--- config.mk ---
export PLATFORM = sky130hd
export DESIGN_NAME = oqpsk_iq_mapper
export DESIGN_NICKNAME = d
export VERILOG_FILES = /design/src/rtl/oqpsk_iq_mapper.sv
export SDC_FILE = /design/constraint.sdc
export NUM_CORES = 1
export LEC_CHECK = 0
export ABC_AREA = 1
export ABC_CLOCK_PERIOD_IN_PS = 2000
export CAP_MARGIN = 20
export CORE_ASPECT_RATIO = 0.7
export CORE_UTILIZATION = 50
export CTS_BUF_LIST = sky130_fd_sc_hd__clkbuf_4
export CTS_CLUSTER_DIAMETER = 40
export DETAILED_ROUTE_END_ITERATION = 8
export PLACE_DENSITY_LB_ADDON = 0.25
export SYNTH_ARGS = -nofsm -noshare
export SYNTH_HDL_FRONTEND = slang
export SYNTH_SLANG_ARGS = --single-unit
--- constraint.sdc ---
create_clock -name clk -period 2 [get_ports clk]
set_input_delay 0.3 -clock clk [delete_from_list [all_inputs] [get_ports clk]]
set_output_delay 0.3 -clock clk [all_outputs]
set_load 0.005 [all_outputs]
--- src/rtl/oqpsk_iq_mapper.sv ---
// O-QPSK I/Q mapper: captures serial bits on strobe rising edges, alternates them onto I/Q
// branches as two-bit-period pulses. Define OQPSK_SHAPING_EN for half-sine shaping.
module oqpsk_iq_mapper #(
  parameter int SAMPLE_W    = 8,
  parameter int HALF_PERIOD = 25
) (
  input  logic                       clk,
  input  logic                       reset,
  input  logic                       tx_en,
  input  logic                       mem_state,
  input  logic                       bit_in,
  input  logic                       bit_strobe,
  output logic                       en_IQ,
  output logic signed [SAMPLE_W-1:0] i_out,
  output logic signed [SAMPLE_W-1:0] q_out,
  output logic                       iq_valid,
  output logic                       busy
);
  // state | meaning
  // IDLE  | waiting for tx_en with a non-empty FIFO
  // RUN   | requesting and capturing bits, pulses launched per capture
  // DRAIN | no new captures, in-flight pulses finish
  typedef enum logic [1:0] {IDLE, RUN, DRAIN} state_t;

  localparam int P    = 2 * HALF_PERIOD;
  localparam int PH_W = $clog2(P);
  localparam logic [SAMPLE_W-1:0] AMP = {1'b0, {(SAMPLE_W-1){1'b1}}};

`ifdef OQPSK_SHAPING_EN
  function automatic int lut_entry(input int k);
    real x;
    x = real'((2 ** (SAMPLE_W-1)) - 1) * $sin(3.14159265358979 * real'(k) / real'(P));
    return $rtoi(x + 0.5);
  endfunction

  logic [SAMPLE_W-1:0] lut [P];
  for (genvar k = 0; k < P; k++) begin : g_lut
    assign lut[k] = SAMPLE_W'(lut_entry(k));
  end
`endif

  state_t              state_q, state_d;
  logic                parity_q, parity_d;
  logic                strobe_prev_q, strobe_prev_d;
  logic [PH_W-1:0]     tmo_q, tmo_d;
  logic [1:0]          active_q, active_d;
  logic [1:0]          sign_q, sign_d;
  logic [PH_W-1:0]     phase_q [2];
  logic [PH_W-1:0]     phase_d [2];
  logic [SAMPLE_W-1:0] mag_v [2];
  logic [SAMPLE_W-1:0] samp_d [2];
  logic [SAMPLE_W-1:0] i_out_q, q_out_q;
  logic                en_iq_q, en_iq_d;
  logic                iq_valid_q, iq_valid_d;
  logic                busy_q, busy_d;
  logic                capture;

  always_comb begin
    state_d       = state_q;
    parity_d      = parity_q;
    tmo_d         = tmo_q;
    active_d      = active_q;
    sign_d        = sign_q;
    phase_d       = phase_q;
    strobe_prev_d = bit_strobe;
    capture       = bit_strobe && !strobe_prev_q && (state_q == RUN);

    case (state_q)
      IDLE: begin
        parity_d = 1'b0;
        if (tx_en && mem_state) begin
          state_d = RUN;
          tmo_d   = PH_W'(P-1);
        end
      end
      RUN: begin
        // timeout is a down-counter reloaded on every capture; zero means P idle clocks
        if (capture) begin
          parity_d = ~parity_q;
          tmo_d    = PH_W'(P-1);
        end else if (tmo_q != '0) begin
          tmo_d = tmo_q - 1'b1;
        end
        if (!tx_en || (!capture && tmo_q == '0)) state_d = DRAIN;
      end
      DRAIN: begin
        if (active_q == 2'b00) state_d = IDLE;
      end
      default: state_d = IDLE;
    endcase

    for (int b = 0; b < 2; b++) begin
      if (active_q[b]) begin
        if (phase_q[b] == PH_W'(P-1)) active_d[b] = 1'b0;
        else                          phase_d[b]  = phase_q[b] + 1'b1;
      end
      // a capture restarts the branch even mid-pulse; that is the nominal abutting case
      if (capture && (int'(parity_q) == b)) begin
        sign_d[b]   = bit_in;
        phase_d[b]  = '0;
        active_d[b] = 1'b1;
      end
`ifdef OQPSK_SHAPING_EN
      mag_v[b] = lut[phase_d[b]];
`else
      mag_v[b] = AMP;
`endif
      samp_d[b] = active_d[b] ? (sign_d[b] ? mag_v[b] : -mag_v[b]) : '0;
    end

    en_iq_d    = (state_d == RUN);
    iq_valid_d = (state_d != IDLE);
    busy_d     = (state_d != IDLE);
  end

  always_ff @(posedge clk) begin
    if (reset) begin
      state_q       <= IDLE;
      parity_q      <= 1'b0;
      strobe_prev_q <= 1'b0;
      tmo_q         <= '0;
      active_q      <= 2'b00;
      sign_q        <= 2'b00;
      phase_q       <= '{default: '0};
      i_out_q       <= '0;
      q_out_q       <= '0;
      en_iq_q       <= 1'b0;
      iq_valid_q    <= 1'b0;
      busy_q        <= 1'b0;
    end else begin
      state_q       <= state_d;
      parity_q      <= parity_d;
      strobe_prev_q <= strobe_prev_d;
      tmo_q         <= tmo_d;
      active_q      <= active_d;
      sign_q        <= sign_d;
      phase_q       <= phase_d;
      i_out_q       <= samp_d[0];
      q_out_q       <= samp_d[1];
      en_iq_q       <= en_iq_d;
      iq_valid_q    <= iq_valid_d;
      busy_q        <= busy_d;
    end
  end

  assign en_IQ    = en_iq_q;
  assign i_out    = $signed(i_out_q);
  assign q_out    = $signed(q_out_q);
  assign iq_valid = iq_valid_q;
  assign busy     = busy_q;

endmodule
# Yosys cells after proc, flatten, opt, wreduce, memory -nomap -nowiden
# Cells that the tools add are included.
[classes]
mul = 0
n_shift = 0
n_eq_ne = 8
magnitude_cmp = 0
mux = 20
n_reduce_logical = 24
n_addsub = 3
bitwise = 6
div_mod_pow = 0
[ops]
columns = ["cell", "n"]
rows = [
  ["2-to-1 mux 6 bit", 3],
  ["2-to-1 mux 8 bit", 2],
  ["adder 6 x 1 -> 6 bit (second input constant)", 2],
  ["equality test 6 bit (second input constant)", 2],
  ["one-hot mux 6 bit (2 select lines)", 1],
  ["2-to-1 mux 1 bit", 9],
  ["OR reduction 2 bit", 4],
  ["logical AND 1 bit", 6],
  ["zero test 6 bit", 1],
  ["2-to-1 mux 2 bit", 3],
  ["NOT 1 bit", 6],
  ["one-hot mux 2 bit (3 select lines)", 1],
  ["AND reduction 2 bit", 3],
  ["nonzero test 6 bit", 1],
  ["subtractor 6 x 1 -> 6 bit (second input constant)", 1],
  ["equality test 2 x 1 -> 1 bit (second input constant)", 2],
  ["zero test 2 bit", 2],
  ["inequality test 2 bit (second input constant)", 2],
  ["nonzero test 2 bit", 2],
  ["zero test 1 bit", 3],
  ["inequality test 3 x 2 -> 1 bit (second input constant)", 1],
  ["AND reduction 3 bit", 1],
  ["equality test 2 bit (second input constant)", 1],
  ["one-hot mux 1 bit (2 select lines)", 1],
  ["logical OR 1 bit", 1],
]
[word_totals]
ram_bits = 0
latch_bits = 0
input_bits = 6
memories = 0
wordCells = 73
ff_bits = 44
mem_bits_ro = 0

# Logic depth before layout (Yosys ltp)
# Gate-level depths: netlist of the first run.
[logic_depth]
ltp_word = 9
depth_mapped = 10
depth_no_buf = 10

# Worst setup path before layout of the first run
# No wires, ideal clock.
[synth_timing]
path_type = "flip-flop to flip-flop"
from = "reg phase_q[6] (netlist name)"
to = "reg i_out_q[7], in the netlist i_out[7]"
period_less_slack_ps = 1288
arrival_time_ps = 1174
setup_slack_ps = 712
stages_incl_launch_ff = 10
setup_ps = 115
cell_sequence = "dfxtp_1 ha_1 nand2_1 nor3_1 nand2_1 nand2_1 nand2_2 nand2_2 clkinv_2 and2_1"
[synth_via]
elab_chain_cells = 6
[synth_rtl]
columns = ["element", "line", "rtl"]
rows = [
  ["start, declared", "48", "logic [PH_W-1:0] phase_q [2];"],
  ["start signal, assigned", "137", "phase_q <= phase_d;"],
  ["equality test 6 bit", "94", "if (phase_q[b] == PH_W'(P-1)) active_d[b] = 1'b0;"],
  ["2-to-1 mux 1 bit", "94", ""],
  ["2-to-1 mux 1 bit", "93", "if (active_q[b]) begin"],
  ["2-to-1 mux 1 bit", "98", "if (capture && (int'(parity_q) == b)) begin"],
  ["NOT 1 bit (no line)", "-", ""],
  ["OR reduction 2 bit (no line)", "-", ""],
  ["end signal, assigned", "138", "i_out_q <= samp_d[0];"],
  ["end, declared", "52", "logic [SAMPLE_W-1:0] i_out_q, q_out_q;"],
]
# No other way between the ends.
# A chain may end at the register's enable or synchronous reset.

==> results.toml, run 1 <==
[clock_network]
cts.sinks = 34
cts_root_buf = "clkbuf_4"
cts_buffers = 5
tritoncts = "built"
clk_pin_slew_worst_paths_ps = 100
worstSkewPairLatency_ps = 340
cts_resized = 0
cts_setup_buffers = 0
h-tree-depth = 2
cts_hold_buf = 0
max-clock-path-buffers = 2

[global_route]
grt_pass1_vias = 1078
grt_pass1_wl_um = 4920
gr-usage-all-layers_pct = 18.8
grt_overflow_total = 0
antenna_found_initial = 0
grt_max_degree = 11

[critical_path]
crit_chain = "clkdlybuf4s50_1"
criticalPathCategory = "reg -> out"
critPathBufInv = 1
r2r-end = "i_out[7]$_SDFF_PP0_"
cpLargestDelayFamily = "buffers and inverters"
crit_fanout = 6
crit_required_ps = 1700
cp-end-kind = "output pin"
reg2reg_from = "phase_q[6]$_SDFFE_PP0P_"
cp-start-kind = "flop"
worst-path-stages = 1
reg2regPathDepth = 9
regToRegSetupSlack_ps = 530
critPathArrivalTime_ps = 1270
worst_path_max_delay_cell = "clkdlybuf4s50_1"
slowest_delay_ps = 530

[power_and_ir_drop]
power_leakage_nw = 0.813
p_per_area_nw_per_um2 = 697
ir_drop_uv = 448

[floorplanning]
die_w_um = 69.7
rows = 16
initial_core_util_pct = 54.9
dieHeight_um = 49.4
core_sq_um = 2920
io_pins = 25
die_area_sq_um = 3440

[sta]
finalSetupTns_ps = 0
slew_viol_final = 0
finalCriticalPeriod_ps = 1570
finalSetupViolCount = 0
rsz0062_at_grt = "no"
skew_ps = 5.26
finalCritPeriodShare_pct = 78.6
slew_headroom_pct = 76.0
max_freq_mhz = 636
whs_ps = 499
worst_pin_slew_ps = 357
setup_ws_ps = 429
hold_viol = 0

[placed_design]
place_area_sq_um = 1810
port_buffers = 24
post-dp-hpwl_um = 2200
pre_cts_slack_ps = 251
place_congestion = 0.872

[synthesis]
synthesis.area_per_instance_sq_um = 7.46
yosysTopAreaCellShare_pct = 42.4
syn_area_sq_um = 1600
yosysSeqAreaShare_pct = 42.4
synth_cell_types = 25
synth_fp_nets = 227
synth-seq-cells = 34
synth_area_leaders = "dfxtp_1 42%, nand2_1 14%, inv_1 6.6%, a21oi_1 5.9%, buf_4 5.1%"
synth_top_area_cell = "dfxtp_1"
synthCells = 215
yosysWarningCount = 0

[cells_and_area]
multi_input_area_sq_um = 723
insertedDiodeCount = 0
num-fill-cells = 269
regArea_sq_um = 681
syn_to_final_growth_pct = 16.5
final_common_cell = "nand2_1"
final_layout_size_suffix_gt1_share_pct = 8.44
final_cell_area_sq_um = 1870
final_nets = 248
layout_common_cells = "58 x nand2_1, 34 x dfxtp_1, 28 x inv_1"

[drt]
wl_per_cell_um = 10.7
vias_per_cell = 4.89
drc_errors = 0
ant_nets = 0
dr.first_iter.drc_count = 107
dr.pass1.iters = 6
vias = 1336
wirelength_um = 2920

[worst_hold_path]
min_from = "tmo_q[5]$_SDFFE_PP0P_"
hold_depth = 2
hold_end = "tmo_q[5]$_SDFFE_PP0P_"
hp-class = "reg -> reg"

[outcome]
status = "completed"

[run]
maxCapViolations = 0
## per-layer routing
metal	global-route usage [%]	wire, um
met1	26.5	1520
met2	24.9	1170
met3	6.20	169
met4	10.0	59
met5	0	0
## final cells by class
class | count | share of cell area (%)
Inverter | 31 | 6.30
Clock buffer | 6 | 2.41
Sequential cell | 34 | 36.4
Clock inverter | 2 | 0.469
Tap cell | 36 | 2.41
Multi-Input combinational cell | 139 | 38.7
Timing Repair Buffer | 25 | 13.3
## registers in the layout, indices dropped and copies added (netlist names)
signal / cells
busy: 1
state_q: 2
sign_q: 2
parity_q: 1
strobe_prev_q: 1
en_IQ: 1
phase_q: 12
tmo_q: 6
active_q: 2
q_out: 3
i_out: 3
## power by group
part / leakage [nW] / internal (W) / switching (W)
Combinational: 0.504 / 0.0000807 / 0.000123
Sequential: 0.276 / 0.000707 / 0.0000225
Clock: 0.0331 / 0.000145 / 0.000224
Total: 0.813 / 0.000933 / 0.000369
## through the flow
stage / utilization [%] / instances / power [W]
floorplan: - / 215 / 0.000880
global placement: 62.1 / 265 / 0.000942
detailed placement: 62.1 / 265 / 0.000946
CTS: 63.9 / 273 / 0.00131
global route: 63.9 / 273 / 0.00137
finish: 63.9 / 273 / 0.00130
## synth_stat cells, drive strengths merged
cell type	instances
nand2	61
dfxtp	34
inv	29
a21oi	19
nor2	17
buf	11
ha	6
nand3	6
o21ai	6
xor2	6
nand4	5
nor3	5
or2	3
and2	2
clkinv	2
o211ai	2
o31ai	1
## logic make-up after synthesis
group | Yosys count | share of synthesized area, %
AND/OR/NAND/NOR | 99 | 27.5
XOR/XNOR | 6 | 3.28
adder cells (fa/ha/maj) | 6 | 4.68
buffers and inverters | 42 | 12.5
AO/OA/AOI/OAI | 28 | 9.67
flip-flops | 34 | 42.4
## how the worst max path moves through the flow
stage                            start  slack, ps                    end
3_3_place_gp                bit_strobe        340  tmo_q[5]$_SDFFE_PP0P_
6_report           i_out[6]$_SDFF_PP0_        430               i_out[3]
2_1_floorplan  phase_q[6]$_SDFFE_PP0P_        710    i_out[7]$_SDFF_PP0_
3_5_place_dp                bit_strobe        250  tmo_q[0]$_SDFFE_PP0P_
4_1_cts            i_out[6]$_SDFF_PP0_        400               i_out[3]
5_1_grt        phase_q[0]$_SDFFE_PP0P_        330    q_out[7]$_SDFF_PP0_
Power figures use the tool's default switching activity.
==> run 2, diff against run 1 <==
- ABC_CLOCK_PERIOD_IN_PS: 2000 -> 1500
- clock period: 2 -> 1.5 ns (I/O delays scaled with it)
==> results.toml, run 2 (same netlist as run 1, synthesis figures left out) <==
[outcome]
status = "completed"

[floorplanning]
die_area_sq_um = 3440
dieHeight_um = 49.4
core_sq_um = 2920
rows = 16
initial_core_util_pct = 54.9
die_w_um = 69.7
io_pins = 25

[global_route]
grt_pass1_wl_um = 5190
grt_pass1_vias = 1153
grt_overflow_total = 0
grt_max_degree = 11
gr-usage-all-layers_pct = 19.6
antenna_found_initial = 0

[power_and_ir_drop]
power_leakage_nw = 0.853
p_per_area_nw_per_um2 = 898
ir_drop_uv = 681

[critical_path]
crit_fanout = 6
startpoint = "q_out[6]$_SDFF_PP0_"
cpLargestDelayFamily = "buffers and inverters"
cp-end-kind = "output pin"
reg2regPathDepth = 10
crit_required_ps = 1270
regToRegSetupSlack_ps = 90
crit_chain = "clkdlybuf4s50_1"
slowest_delay_ps = 500
critPathBufInv = 1
cp-start-kind = "flop"
critPathArrivalTime_ps = 1220
reg2reg_from = "phase_q[1]$_SDFFE_PP0P_"
worst_path_max_delay_cell = "clkdlybuf4s50_1"
r2r-end = "q_out[7]$_SDFF_PP0_"
criticalPathCategory = "reg -> out"
worst-path-stages = 1

[sta]
finalSetupTns_ps = 0
slew_headroom_pct = 78.8
finalCriticalPeriod_ps = 1440
finalCritPeriodShare_pct = 96.1
hold_viol = 0
skew_ps = 9.33
max_freq_mhz = 694
finalSetupViolCount = 0
worst_pin_slew_ps = 316
whs_ps = 491
slew_viol_final = 0

[clock_network]
cts_root_buf = "clkbuf_4"
tritoncts = "built"
cts.sinks = 34
clk_pin_slew_worst_paths_ps = 100
max-clock-path-buffers = 2
cts_buffers = 5
h-tree-depth = 2
cts_setup_buffers = 0
worstSkewPairLatency_ps = 340
cts_hold_buf = 0

[placed_design]
place_congestion = 0.874
port_buffers = 24
dp.cells = 273
post-dp-hpwl_um = 2290

[cells_and_area]
top_register = "phase_q"
stdcell_count = 280
insertedDiodeCount = 0
layout_common_cells = "56 x nand2_1, 32 x dfxtp_1, 28 x inv_1"
top_regs = "phase_q: 12 flops, tmo_q: 6 flops"
final_nets = 256
final_util_pct = 66.8
syn_to_final_growth_pct = 21.8
final_common_cell = "nand2_1"
largest_reg_flops = 12
final_layout_size_suffix_gt1_share_pct = 14.8

[worst_hold_path]
hp-class = "reg -> reg"
hold_end = "tmo_q[5]$_SDFFE_PP0P_"
hold_depth = 2
min_from = "tmo_q[5]$_SDFFE_PP0P_"

[drt]
vias_per_cell = 4.87
wirelength_um = 3190
dr.first_iter.drc_count = 124
drc_errors = 0
ant_nets = 0
wl_per_cell_um = 11.4
dr.pass1.iters = 4
vias = 1363

[run]
maxCapViolations = 0
==> run 2: layer usage <==
layer	wire length (um)	share of wire, %	vias to the layer above	GRT usage, %
met1	1630	51	598	27.9
met5	0	0	-	0
met2	1350	42	38	26.9
met3	180	5.6	5	8.06
li1	-	-	722	-
met4	40	1.3	0	6.00
==> run 2: worst min-delay path, cell delays in order, from the launching register on <==
cell and delay, ps:
dfxtp_1 340, nand2_1 60, a21oi_1 50
==> run 2: worst max path at each step <==
stage | to
finish | q_out[1]
global route | phase_q[3]$_SDFFE_PP0P_
CTS | i_out[7]$_SDFF_PP0_
detailed placement | tmo_q[1]$_SDFFE_PP0P_
global placement | i_out[7]$_SDFF_PP0_
floorplan | i_out[7]$_SDFF_PP0_
==> run 2: report_power, final <==
part	switching [W]	internal, W
logic	0.000181	0.000129
clock network	0.000306	0.000168
registers	0.0000302	0.000939
==> run 2: repair_timing <==
action / 4_1_cts / 5_1_grt
endpoints found under the setup margin: 12 / 23
pin swaps: 0 / 2
gates resized for setup: 2 / 9
==> run 2: cell type report <==
| class | count | area (sq um) |
|---|---|---|
| clock buffer | 5 | 37.5 |
| clock inverter | 2 | 10.0 |
| fill | 255 | 970 |
| inverter | 31 | 118 |
| multi-input combinational | 139 | 747 |
| sequential | 34 | 688 |
| tap | 36 | 45.0 |
| timing repair buffer | 33 | 308 |
==> run 2: per-stage QoR <==
| step | worst slack [ps] | cell area [sq um] | power [W] |
|---|---|---|---|
| floorplan | 212 | 1600 | 0.00117 |
| global placement | -37.7 | 1870 | 0.00128 |
| detailed placement | -108 | 1870 | 0.00128 |
| CTS | 27.2 | 1920 | 0.00175 |
| global route | -20.1 | 1950 | 0.00185 |
| finish | 58.3 | 1950 | 0.00175 |
